$ cat src/rtl/led_seq_ctrl.sv
// LED running-light pattern sequencer: prescaled step rate, mode-selected patterns.
// Optional ping-pong pattern family is built only when LED_SEQ_PINGPONG_EN is defined.
module led_seq_ctrl #(
  parameter int TICK_DIV = 12_500_000,
  parameter int CNT_W    = 24
) (
  input  logic       clk,
  input  logic       rst,
  input  logic       run,
  input  logic [1:0] mode,
  input  logic [1:0] speed,
  output logic [7:0] led,
  output logic       step,
  output logic [2:0] dbg_state
);

`ifdef LED_SEQ_PINGPONG_EN
  typedef enum logic [2:0] {
    S_IDLE    = 3'd0,
    S_LEFT    = 3'd1,
    S_RIGHT   = 3'd2,
    S_PP_UP   = 3'd3,
    S_PP_DOWN = 3'd4,
    S_BLINK   = 3'd5
  } state_t;
`else
  typedef enum logic [2:0] {
    S_IDLE  = 3'd0,
    S_LEFT  = 3'd1,
    S_RIGHT = 3'd2,
    S_BLINK = 3'd5
  } state_t;
`endif

  typedef enum logic [1:0] {
    F_LEFT  = 2'd0,
    F_RIGHT = 2'd1,
    F_PP    = 2'd2,
    F_BLINK = 2'd3
  } family_t;

  localparam logic [CNT_W-1:0] PRE_MAX = CNT_W'(TICK_DIV - 1);

  state_t           state_q, state_d;
  logic [7:0]       led_q, led_d;
  logic             step_q, step_d;
  logic [CNT_W-1:0] pre_q, pre_d;
  logic [2:0]       sub_q, sub_d;

  logic       tick;
  logic       step_en;
  logic [2:0] sub_lim;
  family_t    cur_fam;
  family_t    tgt_fam;

  // Handshake-free block: inputs are levels, step is a one-cycle strobe aligned with led.
  always_comb begin
    case (speed)
      2'd0:    sub_lim = 3'd0;
      2'd1:    sub_lim = 3'd1;
      2'd2:    sub_lim = 3'd3;
      default: sub_lim = 3'd7;
    endcase
  end

  always_comb begin
    tgt_fam = F_LEFT;
    case (mode)
      2'b00: tgt_fam = F_LEFT;
      2'b01: tgt_fam = F_RIGHT;
`ifdef LED_SEQ_PINGPONG_EN
      2'b10: tgt_fam = F_PP;
`else
      2'b10: tgt_fam = F_LEFT;
`endif
      default: tgt_fam = F_BLINK;
    endcase
  end

  always_comb begin
    cur_fam = F_LEFT;
    case (state_q)
      S_RIGHT:   cur_fam = F_RIGHT;
`ifdef LED_SEQ_PINGPONG_EN
      S_PP_UP:   cur_fam = F_PP;
      S_PP_DOWN: cur_fam = F_PP;
`endif
      S_BLINK:   cur_fam = F_BLINK;
      default:   cur_fam = F_LEFT;
    endcase
  end

  // Prescaler and sub-counter only advance while run is high; both freeze otherwise.
  always_comb begin
    pre_d   = pre_q;
    sub_d   = sub_q;
    tick    = run && (pre_q == PRE_MAX);
    step_en = 1'b0;
    if (run) begin
      pre_d = (pre_q == PRE_MAX) ? '0 : pre_q + CNT_W'(1);
    end
    if (tick) begin
      if (sub_q >= sub_lim) begin
        step_en = 1'b1;
        sub_d   = 3'd0;
      end else begin
        sub_d = sub_q + 3'd1;
      end
    end
  end

  always_comb begin
    state_d = state_q;
    led_d   = led_q;
    step_d  = step_en;
    if (step_en) begin
      if (state_q == S_IDLE || cur_fam != tgt_fam) begin
        // A family change spends this step on loading the start pattern.
        case (tgt_fam)
          F_RIGHT: begin
            state_d = S_RIGHT;
            led_d   = 8'h80;
          end
`ifdef LED_SEQ_PINGPONG_EN
          F_PP: begin
            state_d = S_PP_UP;
            led_d   = 8'h01;
          end
`endif
          F_BLINK: begin
            state_d = S_BLINK;
            led_d   = 8'hFF;
          end
          default: begin
            state_d = S_LEFT;
            led_d   = 8'h01;
          end
        endcase
      end else begin
        case (state_q)
          S_LEFT:  led_d = {led_q[6:0], led_q[7]};
          S_RIGHT: led_d = {led_q[0], led_q[7:1]};
`ifdef LED_SEQ_PINGPONG_EN
          S_PP_UP: begin
            led_d = {led_q[6:0], 1'b0};
            if (led_d == 8'h80) state_d = S_PP_DOWN;
          end
          S_PP_DOWN: begin
            led_d = {1'b0, led_q[7:1]};
            if (led_d == 8'h01) state_d = S_PP_UP;
          end
`endif
          S_BLINK: led_d = ~led_q;
          default: led_d = led_q;
        endcase
      end
    end
  end

  always_ff @(posedge clk) begin
    if (rst) begin
      state_q <= S_IDLE;
      led_q   <= 8'h01;
      step_q  <= 1'b0;
      pre_q   <= '0;
      sub_q   <= 3'd0;
    end else begin
      state_q <= state_d;
      led_q   <= led_d;
      step_q  <= step_d;
      pre_q   <= pre_d;
      sub_q   <= sub_d;
    end
  end

  assign led       = led_q;
  assign step      = step_q;
  assign dbg_state = state_q;

endmodule

$ cat config.mk
export PLATFORM = sky130hd
export DESIGN_NAME = led_seq_ctrl
export DESIGN_NICKNAME = d
export VERILOG_FILES = /design/src/rtl/led_seq_ctrl.sv
export SDC_FILE = /design/constraint.sdc
export NUM_CORES = 1
export LEC_CHECK = 0
export CAP_MARGIN = 20
export CELL_PAD_IN_SITES_DETAIL_PLACEMENT = 1
export CELL_PAD_IN_SITES_GLOBAL_PLACEMENT = 1
export CORE_MARGIN = 2
export CORE_UTILIZATION = 40
export DETAILED_ROUTE_END_ITERATION = 10
export PLACE_DENSITY_LB_ADDON = 0.1
export SLEW_MARGIN = 20
export SYNTH_ARGS = -nofsm -noshare
export SYNTH_HDL_FRONTEND = slang
export SYNTH_SLANG_ARGS = --single-unit
$ cat constraint.sdc
create_clock -name clk -period 2.9 [get_ports clk]
set_input_delay 0.29 -clock clk [delete_from_list [all_inputs] [get_ports clk]]
set_output_delay 0.29 -clock clk [all_outputs]
set_load 0.1 [all_outputs]
==> impl_metrics.yaml <==
run_status:
  status: "finished clean"
placement:
  dpl.hpwl_um: 4280
  io_buffers: 18
  routabilityCongestion: 0.768
  post-place-ws_ns: 0.197
synthesis:
  ys_async_sr_fraction_pct: 0
  synth_top_area_share_pct: 34.2
  ys_warn_count: 0
  syn_nets: 293
  synth_edf_count: 0
  postSynthAreaPerCell_um2: 8.13
  yosys-top-cells-count: "dfxtp_1, nor2_1, nand2_1"
  synthFlopType: "dfxtp_1"
  yosysTopAreaCell: "dfxtp_1"
  synth.area.top_cells: "dfxtp_1, xnor2_1, nor2_1"
  netlist_instances: 281
  synth_seq_cells: 39
  synth_most_common_cell: "dfxtp_1"
  synth_seq_area_share_pct: 34.2
  synth_cell_type_count: 50
  netlist_area_um2: 2280
critical_path:
  r2r_slack_ns: 0.20
  reg2reg_from: "pre_q[8]"
  cp_common_cell: "or4_4"
  critical_path.max_fanout: 6
  cp_cell_sequence: "or4b_1 -> or4_1 -> or4_4 -> or4_4 -> o211a_1"
  crit_path_end_kind: "flip-flop"
  crit_required_ns: 3.09
  worstReg2RegEnd: "dbg_state[0]"
  cp-start-kind: "flip-flop"
  cp_num_buf_inv: 0
  worst-path-stages: 5
  criticalPathCategory: "flip-flop to flip-flop"
  arrival_ns: 2.89
  cp_slowest_cell: "or4_4"
  reg2regPathDepth: 5
  cpPeakStageDelay_ns: 0.58
  crit_family: "simple AND/OR/NAND/NOR gates"
pwr:
  p_seq_share_pct: 57.5
  internal_power_w: 0.000722
  p_sw_share_pct: 23.2
  p_per_area_nw_per_um2: 357
  p_comb_share_pct: 5.7
  pwr-share-clk_pct: 36.8
  p_leak_nw: 0.980
  irDropWorstVdd_mv: 0.322
  power_w: 0.000941
  p_sw_w: 0.000218
drt:
  num_vias: 2115
  routed_wl_um: 5790
  highest-signal-layer: "met4"
  drc: 0
  avgViaCountPerCell: 5.64
  ant_nets: 0
  drt-met1-wl_um: 2610
  wl_met3_um: 109
  firstDrtPassIters: 4
  avgRoutedWirePerCell_um: 15.5
  drt_iter0_drc: 39
  wl_met2_um: 3000
cts:
  post_cts.repair.setup_buffers: 0
  cts_buffers: 5
  cts_repair_resize_count: 0
  clock_path_buffers: 2
  hold_buffers: 0
  clock-sinks: 39
  clockRootBuffer: "clkbuf_8"
  cts_tree: "built"
  clk_latency_ns: 0.29
  cts.clk_slew.worst_paths_ns: 0.07
  htree_levels: 2
global_routing:
  overflow: 0
  grt_max_degree: 25
  grtUsageTotal_pct: 19.6
  grt_pass1_vias: 2110
  grt_pass1_wl_um: 9870
  antenna_found_initial: 0
sta:
  setup_viol: 0
  worst_slew_pin_slew_ns: 0.938
  rsz0062_at_grt: "false"
  fin_ws_ns: 0.200
  post-route-period-util_pct: 93.1
  maxSlewViolCount: 0
  hold_violations: 0
  fin_tns_setup_ns: 0
  finClkSkew_ns: 0.00519
  fin_crit_ns: 2.70
  relSlewSlack_pct: 37.5
  fmax_mhz: 370
worst_hold_path:
  hold_end: "sub_q[0]"
  worstHoldStart: "sub_q[0]"
  worstHoldPathCells: 2
  worst_hold_path_type: "flip-flop to flip-flop"
die:
  die-area_um2: 6330
  core_area_um2: 5510
  rows: 27
  die_y_um: 79.6
  ios: 19
  start_util_pct: 41.5
  die_w_um: 79.6
layout:
  diodes: 0
  num-nets-final: 316
  area_delta_synth_final_pct: 15.2
  drive_above_1_share_pct: 13.9
flow_run:
  maxCapViolCount: 0
[sequential cells by signal, summed over array words and instances (netlist names)]
signal     cells
pre_q         24
step           1
sub_q          3
led            8
dbg_state      3
[power groups by stage]
stage	combinational, W	clock, W	sequential, W
after floorplan	0.0000286	0	0.000553
after global placement	0.0000534	0	0.000554
after detailed placement	0.0000540	0	0.000554
after CTS	0.0000542	0.000367	0.000541
after global routing	0.0000603	0.000382	0.000542
final	0.0000534	0.000346	0.000541
[how the worst max path moves through the flow]
stage	from	endpoint	slack (ns)
floorplan	pre_q[8]	dbg_state[0]	0.34
global placement	pre_q[8]	dbg_state[0]	0.22
finish	pre_q[8]	dbg_state[0]	0.20
CTS	pre_q[8]	dbg_state[0]	0.19
global route	pre_q[8]	dbg_state[0]	0.11
detailed placement	speed[1]	dbg_state[0]	0.20
[tightest hold or removal path, stage by stage (launching register included)]
cell and delay [ns]:
dfxtp_1 0.33, nand2_1 0.06, a21oi_1 0.05
[layout make-up]
type	instances	area, µm²
fill	698	2870
multi-input combinational	217	1400
clock inverter	1	7.51
clock buffer	5	68.8
timing repair buffer	32	255
tap	72	90.1
inverter	9	33.8
sequential	39	781
[cell usage in the layout, fill, tap and decap left out, types with 9 or more instances in the layout]
cell	count
nor3_1	18
xnor2_1	14
nand3_1	9
nand2_1	20
dfxtp_1	39
nor2b_1	9
nor2_1	29
buf_4	26
inv_1	9
a21oi_1	10
xor2_1	9
[routing by layer]
metal | vias to the layer above | global-route usage [%]
met5 | - | 0
met1 | 1027 | 22.2
met3 | 7 | 3.39
met2 | 16 | 36.7
met4 | 0 | 6.38
li1 | 1065 | -
[through the flow]
step                      cells  area (µm²)  util (%)  hold slack [ns]
after global placement      369        2560      46.4            0.464
after CTS                   375        2630      47.8            0.487
after floorplan             281        2280         -            0.359
after detailed placement    369        2560      46.4            0.478
after global routing        375        2630      47.8            0.530
final                       375        2630      47.8            0.488
[kinds of logic after synthesis]
group,Yosys count,synth area share (%)
and+or+nand+nor,128,30.2
AOI/OAI and AO/OA,57,17.6
DFF,39,34.2
buffers and inverters,25,4.71
xor gates and xnor gates,23,8.82
adders and majority gates,5,2.74
muxes,4,1.75
Note: power is estimated with default switching activity, not from simulation.
